==> src/rtl/eth_dataplane_top.sv <==
`default_nettype none
// ============================================================================
//  Module      : eth_dataplane_top
//  Description : PL dataplane top. AXI4-Lite slave register block plus an
//                AXI-Stream RX sink that parses the Ethernet II header
//                (destination MAC, source MAC, EtherType) of each frame.
//                Frames are consumed, never forwarded.
//  Ports       : clk/rst_n                - clock, async active-low reset
//                AW*/W*/B*/AR*/R*         - AXI4-Lite slave (32-bit regs)
//                tvalid/tdata/tkeep/tlast - AXI-Stream RX input
//                tready                   - stream ready (= CTRL.RX_EN)
//  Option      : DP_MAC_FILTER_EN - drop frames whose destination is neither
//                MY_MAC nor broadcast; adds MY_MAC_LO/HI at 0x24/0x28.
//  Revision    : 1.0 - initial release
// ============================================================================
module eth_dataplane_top #(
    parameter int DATA_WIDTH = 64,
    parameter int ADDR_WIDTH = 8
) (
    input  logic                    clk,
    input  logic                    rst_n,
    input  logic [ADDR_WIDTH-1:0]   AWADDR,
    input  logic [2:0]              AWPROT,
    input  logic                    AWVALID,
    output logic                    AWREADY,
    input  logic [31:0]             WDATA,
    input  logic [3:0]              WSTRB,
    input  logic                    WVALID,
    output logic                    WREADY,
    input  logic                    BREADY,
    output logic                    BVALID,
    output logic [1:0]              BRESP,
    input  logic [ADDR_WIDTH-1:0]   ARADDR,
    input  logic [2:0]              ARPROT,
    input  logic                    ARVALID,
    output logic                    ARREADY,
    input  logic                    RREADY,
    output logic                    RVALID,
    output logic [31:0]             RDATA,
    output logic [1:0]              RRESP,
    input  logic                    tvalid,
    input  logic [DATA_WIDTH-1:0]   tdata,
    input  logic [DATA_WIDTH/8-1:0] tkeep,
    input  logic                    tlast,
    output logic                    tready
);

    localparam logic [ADDR_WIDTH-1:0] c_CTRL     = ADDR_WIDTH'(8'h00);
    localparam logic [ADDR_WIDTH-1:0] c_SCRATCH  = ADDR_WIDTH'(8'h04);
    localparam logic [ADDR_WIDTH-1:0] c_DST_LO   = ADDR_WIDTH'(8'h08);
    localparam logic [ADDR_WIDTH-1:0] c_DST_HI   = ADDR_WIDTH'(8'h0C);
    localparam logic [ADDR_WIDTH-1:0] c_SRC_LO   = ADDR_WIDTH'(8'h10);
    localparam logic [ADDR_WIDTH-1:0] c_SRC_HI   = ADDR_WIDTH'(8'h14);
    localparam logic [ADDR_WIDTH-1:0] c_ETH_TYPE = ADDR_WIDTH'(8'h18);
    localparam logic [ADDR_WIDTH-1:0] c_FRM_CNT  = ADDR_WIDTH'(8'h1C);
    localparam logic [ADDR_WIDTH-1:0] c_RUNT_CNT = ADDR_WIDTH'(8'h20);
    localparam logic [ADDR_WIDTH-1:0] c_MY_LO    = ADDR_WIDTH'(8'h24);
    localparam logic [ADDR_WIDTH-1:0] c_MY_HI    = ADDR_WIDTH'(8'h28);

    typedef enum logic [1:0] {S_HDR0 = 2'd0, S_HDR1 = 2'd1, S_PAYLOAD = 2'd2} state_t;

    // r_live stays low during reset and for the first cycle after release so
    // that every READY output is 0 while reset is asserted.
    logic                  r_live;
    logic                  r_aw_full, r_w_full, r_bvalid, r_rvalid;
    logic [ADDR_WIDTH-1:0] r_awaddr;
    logic [31:0]           r_wdata, r_rdata;
    logic [3:0]            r_wstrb;
    logic [1:0]            r_bresp, r_rresp;
    logic                  r_rx_en;
    logic [31:0]           r_scratch;
    logic [47:0]           r_dst_mac, r_src_mac, r_dst_tmp;
    logic [15:0]           r_eth_type, r_src_hi_tmp;
    logic [31:0]           r_frame_cnt, r_runt_cnt;
    logic                  r_bad, r_commit;
    state_t                r_state, w_state_nxt;
`ifdef DP_MAC_FILTER_EN
    logic [31:0]           r_my_lo;
    logic [15:0]           r_my_hi;
`endif

    logic        w_awready, w_wready, w_arready, w_do_write, w_beat;
    logic [31:0] w_rd_data, w_wr_old, w_wr_new;
    logic        w_rd_err, w_wr_err;
    logic        w_hdr1_ok, w_pass, w_commit, w_frame_inc, w_runt_inc;
    logic        w_unused;

    assign w_unused   = &{1'b0, AWPROT, ARPROT};
    assign w_awready  = r_live & ~r_aw_full & ~r_bvalid;
    assign w_wready   = r_live & ~r_w_full  & ~r_bvalid;
    assign w_arready  = r_live & ~r_rvalid;
    assign w_do_write = r_aw_full & r_w_full & ~r_bvalid;
    assign w_beat     = tvalid & tready;

    assign AWREADY = w_awready;
    assign WREADY  = w_wready;
    assign BVALID  = r_bvalid;
    assign BRESP   = r_bresp;
    assign ARREADY = w_arready;
    assign RVALID  = r_rvalid;
    assign RDATA   = r_rdata;
    assign RRESP   = r_rresp;
    assign tready  = r_rx_en;

    // Read decode, sampled at the AR handshake (old value on a same-cycle write).
    always_comb begin
        w_rd_data = 32'd0;
        w_rd_err  = 1'b0;
        case (ARADDR)
            c_CTRL:     w_rd_data = {31'd0, r_rx_en};
            c_SCRATCH:  w_rd_data = r_scratch;
            c_DST_LO:   w_rd_data = r_dst_mac[31:0];
            c_DST_HI:   w_rd_data = {16'd0, r_dst_mac[47:32]};
            c_SRC_LO:   w_rd_data = r_src_mac[31:0];
            c_SRC_HI:   w_rd_data = {16'd0, r_src_mac[47:32]};
            c_ETH_TYPE: w_rd_data = {16'd0, r_eth_type};
            c_FRM_CNT:  w_rd_data = r_frame_cnt;
            c_RUNT_CNT: w_rd_data = r_runt_cnt;
`ifdef DP_MAC_FILTER_EN
            c_MY_LO:    w_rd_data = r_my_lo;
            c_MY_HI:    w_rd_data = {16'd0, r_my_hi};
`endif
            default:    w_rd_err  = 1'b1;
        endcase
    end

    // Write decode plus byte-strobe merge against the current register value.
    always_comb begin
        w_wr_old = 32'd0;
        w_wr_err = 1'b0;
        case (r_awaddr)
            c_CTRL:     w_wr_old = {31'd0, r_rx_en};
            c_SCRATCH:  w_wr_old = r_scratch;
            c_DST_LO, c_DST_HI, c_SRC_LO, c_SRC_HI,
            c_ETH_TYPE, c_FRM_CNT, c_RUNT_CNT: w_wr_old = 32'd0;
`ifdef DP_MAC_FILTER_EN
            c_MY_LO:    w_wr_old = r_my_lo;
            c_MY_HI:    w_wr_old = {16'd0, r_my_hi};
`endif
            default:    w_wr_err = 1'b1;
        endcase
        for (int i = 0; i < 4; i++) begin
            w_wr_new[8*i +: 8] = r_wstrb[i] ? r_wdata[8*i +: 8] : w_wr_old[8*i +: 8];
        end
    end

    // AXI4-Lite channel handling and RW registers.
    always_ff @(posedge clk or negedge rst_n) begin
        if (!rst_n) begin
            r_live    <= 1'b0;
            r_aw_full <= 1'b0;
            r_w_full  <= 1'b0;
            r_bvalid  <= 1'b0;
            r_rvalid  <= 1'b0;
            r_awaddr  <= '0;
            r_wdata   <= 32'd0;
            r_wstrb   <= 4'd0;
            r_bresp   <= 2'd0;
            r_rresp   <= 2'd0;
            r_rdata   <= 32'd0;
            r_rx_en   <= 1'b0;
            r_scratch <= 32'd0;
`ifdef DP_MAC_FILTER_EN
            r_my_lo   <= 32'd0;
            r_my_hi   <= 16'd0;
`endif
        end else begin
            r_live <= 1'b1;
            if (!r_live) begin
                r_rx_en <= 1'b1;    // RX enabled by default once out of reset
            end
            if (AWVALID && w_awready) begin
                r_aw_full <= 1'b1;
                r_awaddr  <= AWADDR;
            end
            if (WVALID && w_wready) begin
                r_w_full <= 1'b1;
                r_wdata  <= WDATA;
                r_wstrb  <= WSTRB;
            end
            if (w_do_write) begin
                r_aw_full <= 1'b0;
                r_w_full  <= 1'b0;
                r_bvalid  <= 1'b1;
                r_bresp   <= w_wr_err ? 2'b10 : 2'b00;
                case (r_awaddr)
                    c_CTRL:    r_rx_en   <= w_wr_new[0];
                    c_SCRATCH: r_scratch <= w_wr_new;
`ifdef DP_MAC_FILTER_EN
                    c_MY_LO:   r_my_lo   <= w_wr_new;
                    c_MY_HI:   r_my_hi   <= w_wr_new[15:0];
`endif
                    default: ;
                endcase
            end else if (r_bvalid && BREADY) begin
                r_bvalid <= 1'b0;
            end
            if (ARVALID && w_arready) begin
                r_rvalid <= 1'b1;
                r_rdata  <= w_rd_data;
                r_rresp  <= w_rd_err ? 2'b10 : 2'b00;
            end else if (r_rvalid && RREADY) begin
                r_rvalid <= 1'b0;
            end
        end
    end

`ifdef DP_MAC_FILTER_EN
    assign w_pass = (r_dst_tmp == {r_my_hi, r_my_lo}) || (r_dst_tmp == 48'hFFFF_FFFF_FFFF);
`else
    assign w_pass = 1'b1;
`endif

    // Parser state register.
    always_ff @(posedge clk or negedge rst_n) begin
        if (!rst_n) begin
            r_state <= S_HDR0;
        end else begin
            r_state <= w_state_nxt;
        end
    end

    // Parser next state and per-beat decisions.
    always_comb begin
        w_state_nxt = r_state;
        w_hdr1_ok   = ~r_bad && (tkeep[5:0] == 6'h3F);
        w_commit    = 1'b0;
        w_frame_inc = 1'b0;
        w_runt_inc  = 1'b0;
        if (w_beat) begin
            case (r_state)
                S_HDR0: begin
                    w_state_nxt = tlast ? S_HDR0 : S_HDR1;
                    w_runt_inc  = tlast;
                end
                S_HDR1: begin
                    w_state_nxt = tlast ? S_HDR0 : S_PAYLOAD;
                    w_commit    = w_hdr1_ok & w_pass;
                    w_frame_inc = tlast & w_hdr1_ok & w_pass;
                    w_runt_inc  = tlast & ~w_hdr1_ok;
                end
                S_PAYLOAD: begin
                    w_state_nxt = tlast ? S_HDR0 : S_PAYLOAD;
                    w_frame_inc = tlast & r_commit;
                    w_runt_inc  = tlast & r_bad;
                end
                default: w_state_nxt = S_HDR0;
            endcase
        end
    end

    // Header capture, field commit and counters. r_bad marks a malformed
    // frame; r_commit marks a frame whose fields were committed.
    always_ff @(posedge clk or negedge rst_n) begin
        if (!rst_n) begin
            r_dst_tmp    <= 48'd0;
            r_src_hi_tmp <= 16'd0;
            r_bad        <= 1'b0;
            r_commit     <= 1'b0;
            r_dst_mac    <= 48'd0;
            r_src_mac    <= 48'd0;
            r_eth_type   <= 16'd0;
            r_frame_cnt  <= 32'd0;
            r_runt_cnt   <= 32'd0;
        end else begin
            if (w_beat && r_state == S_HDR0) begin
                r_dst_tmp    <= {tdata[7:0], tdata[15:8], tdata[23:16],
                                 tdata[31:24], tdata[39:32], tdata[47:40]};
                r_src_hi_tmp <= {tdata[55:48], tdata[63:56]};
                r_bad        <= (tkeep != 8'hFF);
                r_commit     <= 1'b0;
            end
            if (w_beat && r_state == S_HDR1) begin
                r_bad    <= ~w_hdr1_ok;
                r_commit <= w_commit;
            end
            if (w_commit) begin
                r_dst_mac  <= r_dst_tmp;
                r_src_mac  <= {r_src_hi_tmp, tdata[7:0], tdata[15:8], tdata[23:16], tdata[31:24]};
                r_eth_type <= {tdata[39:32], tdata[47:40]};
            end
            if (w_frame_inc) begin
                r_frame_cnt <= r_frame_cnt + 32'd1;
            end
            if (w_runt_inc) begin
                r_runt_cnt <= r_runt_cnt + 32'd1;
            end
        end
    end

endmodule
`default_nettype wire

==> config.mk <==
export PLATFORM = sky130hd
export DESIGN_NAME = eth_dataplane_top
export DESIGN_NICKNAME = d
export VERILOG_FILES = /design/src/rtl/eth_dataplane_top.sv
export SDC_FILE = /design/constraint.sdc
export NUM_CORES = 1
export LEC_CHECK = 0
export BUFFER_PORTS_ARGS = -buffer_cell sky130_fd_sc_hd__buf_2
export CAP_MARGIN = 20
export CORE_AREA = 2 2 202 204
export DETAILED_ROUTE_END_ITERATION = 16
export DIE_AREA = 0 0 204 206
export GPL_ROUTABILITY_DRIVEN = 1
export SYNTH_ARGS = -nofsm -noshare
export SYNTH_HDL_FRONTEND = slang
export SYNTH_SLANG_ARGS = --single-unit
==> constraint.sdc <==
create_clock -name clk -period 2.2 [get_ports clk]
set_input_delay 0 -clock clk [delete_from_list [all_inputs] [get_ports clk]]
set_output_delay 0 -clock clk [all_outputs]
set_load 0.02 [all_outputs]
==> results.md <==
* Run status: finished with violations
* Failing checks: negative setup slack
* Highest-count cells in the layout ignoring fill and taps: dfrtp_1 (360), mux2_2 (260), buf_2 (171)
* Sequential area share after synthesis at 57.1%
* Number of top-level pins at approximately 180
* Slew of the pin with the lowest slew margin at about 0.74 ns
* H-Tree Level Count at 2
* Number of port buffers at about 170
* Maximum number of pins on one net before global-route repair at 93
* Number of maximum-capacitance constraint violations at 0
* Clock tree root driver cell: clkbuf_16
* Worst Hold Margin at approximately 0.044 ns
* Combinational share of power at roughly 14%
* Worst setup path class: reg -> reg
* Post-layout min period at 2.23 ns
* Crit path setup slack, layout at -0.0250 ns
* Final routed wirelength across all metal layers at 44.5 mm
* Ys Warns at 0
* Routed len/inst at 21.1 um
* Share of async-settable or async-resettable flops after synthesis at 100%
* Final count of pins violating max slew at 0
* Area used by multi-input combinational logic at 6490 um2
* FF+latch count, synth at 360
* Synthesized-area fraction occupied by ao, oa, aoi and oai cells at 8.11%
* Post-route DRC at 0
* CTS tree: built
* Final Hold Viols at 0
* Floorplan row count at 74
* Final antenna diode count at 0
* Die Footprint at 42000 um2
* Placer congestion estimate at 0.941
* Number of enable-type register cells in the synthesized netlist at 0
* Crit path launch: r_awaddr[1]
* Final worst path period share at 101%
* Nets at 1693
* Post-synthesis adder-cell area fraction at 0.476%
* Leading register cell type out of synthesis: dfrtp_1
* Via/cell ratio at 5.37
* Post-Syn Area at ~16000 um2
* Unrepaired setup endpoints after global routing: true
* Synthesized netlist cell count at 1214
* Clock network latency to the later pin of the worst-skew pair at between 0.5 and 0.6 ns
* Startpoint of the most critical hold path: ARADDR[6]
* Most frequent standard cell in the layout excluding fill and tap cells: dfrtp_1
* Die height at around 210 um
* Initial core utilization at 39.3%
* Number of antenna violations at the first check in global routing at 1
* Fill cell total of the finished layout at 3604
* Required arrival time at the worst endpoint at 2.64 ns
* Post-synthesis mux area share at between 15 and 20%
* Switching Power at roughly 4.4 mW
* Skew final at 0.0181 ns
* Maximum clock frequency at 449 MHz
* Cell area power density at between 800 and 900 nW/um2
* Synth Area in XOR/XNOR at 3.44%
* Synthesized area divided by synthesized cell count at 13.0 um2
* Largest family of logic cells by synthesized area: multiplexers
* Arrival time reported for the critical path endpoint at 2.66 ns
* Buffer levels on the longest clock path at 3
* Switching share of total power at 25.4%
* Worst ir drop on vdd at 0.000475 V
* Wire length of the first global-routing pass at 67.9 mm
* Total congestion overflow after global routing at 0
* Clock Sink Count at 360
* Worst setup slack before clock tree synthesis at between 0.004 and 0.005 ns
* Number of placed instances, taps included at 1919
* Min-delay worst type: in -> reg
* Count of nets left with antenna violations after detail routing at 0
* Seq pwr share at between 40 and 50%
* R2R Path Start: r_awaddr[1]
* All-layer global routing usage at 21.3%
* Detailed Route Iter0 Violations at 850
* Leakage power figure at 9.29 nW
* Area growth from synthesis to layout at 28.6%
* Distinct cell type count after synthesis at between 60 and 70
* Core Footprint at roughly 40000 um2
* Total number of vias at 11300
* Vias in the first global route at 11400
* Cts bufs inserted at 40
* Register area at 9010 um2
* Layout cell share with drive strength beyond 1 at 37.1%
* Critical-path maximum fanout at 8
* Int Pwr at 13.0 mW
* Crit path capture type: register
* Estimated wirelength of the detail-placed design at between 30 and 40 mm
* Post-layout instance count excluding filler cells at 2108
* Fraction of power consumed by the clock network at 38.0%
* Area share of and/or/nand/nor cells after synthesis at under 10%
* 1st-pass router iterations at 7
* Startpoint Class: register
* Final setup violating endpoints at 8
* Number of buffers inserted to repair setup after CTS at 0
* Clock transition at the register clock pins on the worst setup and hold paths after CTS at 0.06 ns
* Width of the die at 204 um
* Max transition margin at between 50% and 60%
-- power by group through the flow --
stage / Clock, mW / Combinational, mW / Sequential [mW]
2_1_floorplan: 0 / 1.56 / 8.21
3_3_place_gp: 0 / 2.25 / 8.43
3_5_place_dp: 0 / 2.33 / 8.47
4_1_cts: 6.77 / 2.51 / 8.36
5_1_grt: 7.05 / 2.71 / 8.49
6_report: 6.62 / 2.48 / 8.35
-- state kept, by name, summed over array words and instances (netlist names), 2 cells and up --
signal,flops
r_dst_mac,48
r_dst_tmp,48
r_src_mac,48
RDATA,32
r_frame_cnt,32
r_runt_cnt,32
r_scratch,32
r_wdata,32
r_eth_type,16
r_src_hi_tmp,16
r_awaddr,8
r_wstrb,4
r_state,2
-- worst max-delay path, cell delays in order (launching register included) --
cell and delay, ns:
dfrtp_1 0.37, or4_1 0.60, nor4_4 0.42, nand2_1 0.35, mux2_2 0.37
-- area by class of cell --
cell class | count | share of cell area (%)
flip-flops and latches | 360 | 44.4
multi-input cells | 777 | 32.0
repair buffers | 360 | 13.7
clock buffers | 64 | 6.07
well taps | 532 | 3.28
clock inverters | 6 | 0.327
inverters | 9 | 0.167
-- final timing paths --
| path | endpoint | slack [ns] | cells past startpoint |
|---|---|---|---|
| setup / recovery | r_scratch[9] | -0.03 | 4 |
| hold / removal | RDATA[10] | 0.04 | 5 |
| setup reg to reg | r_scratch[9] | -0.03 | 4 |
| hold reg to reg | r_runt_cnt[31] | 0.48 | 1 |
| max in group asynchronous | r_src_hi_tmp[3] | 1.62 | 3 |
| min in group asynchronous | r_runt_cnt[14] | 0.09 | 3 |
-- metrics by stage --
stage	util [%]	power, mW	TNS, ns	area, um2
3_5_place_dp	44.2	10.8	0	17800
3_3_place_gp	44.2	10.7	0	17800
2_1_floorplan	-	9.77	0	15800
4_1_cts	50.4	17.6	-0.0118	20300
6_report	50.5	17.5	-0.150	20300
5_1_grt	50.5	18.2	-1.64	20300
-- synthesized netlist by cell type, types with 3 or more instances --
library cell / number / area, um2
a21oi_1: 22 / 110
a221oi_1: 10 / 87.6
a222oi_1: 16 / 160
a22o_1: 23 / 201
a22oi_1: 13 / 97.6
a31o_2: 3 / 26.3
a31oi_1: 4 / 25.0
a32oi_1: 19 / 166
and2_1: 8 / 50.1
and3_1: 12 / 75.1
and4_1: 5 / 43.8
buf_1: 3 / 11.3
buf_2: 25 / 125
buf_4: 3 / 22.5
clkbuf_1: 37 / 139
dfrtp_1: 360 / 9010
ha_1: 6 / 75.1
inv_1: 9 / 33.8
mux2_2: 260 / 2930
mux2i_1: 18 / 180
nand2_1: 70 / 263
nand2b_1: 4 / 25.0
nand3_1: 32 / 160
nand3b_1: 5 / 37.5
nand4_1: 24 / 150
nor2_1: 29 / 109
nor2b_1: 7 / 43.8
nor3_1: 18 / 90.1
nor4_1: 8 / 50.1
nor4_2: 4 / 50.1
nor4b_1: 4 / 35.0
o21ai_0: 37 / 185
o21ai_1: 3 / 15.0
o221ai_1: 4 / 35.0
o22ai_1: 3 / 18.8
o31ai_1: 4 / 30.0
or3_1: 4 / 25.0
or4_1: 3 / 22.5
xnor2_1: 43 / 377
xor2_1: 19 / 166
-- logic make-up (layout without fill, tap and decap cells) --
group           Yosys count  count (layout)
buf+inv                  78             439
xor+xnor                 62              62
simple gates            252             252
mux                     279             279
compound gates          175             175
fa+ha+maj                 6               6
other cells               2               3
flops                   360             360
-- routing by layer --
metal	share of wire [%]	GRT usage, %
met1	45	29.9
met2	47	33.9
met3	5.1	2.82
met4	3.1	7.71
met5	0	0
-- repair_timing --
action	in CTS	in global routing
gates cloned	0	0
endpoints found under the hold margin	527	0
hold buffers	119	0
resized for setup	0	5
setup endpoints to repair	4	30
pin swaps	0	0
No activity file was read; power rests on OpenSTA's default activity.
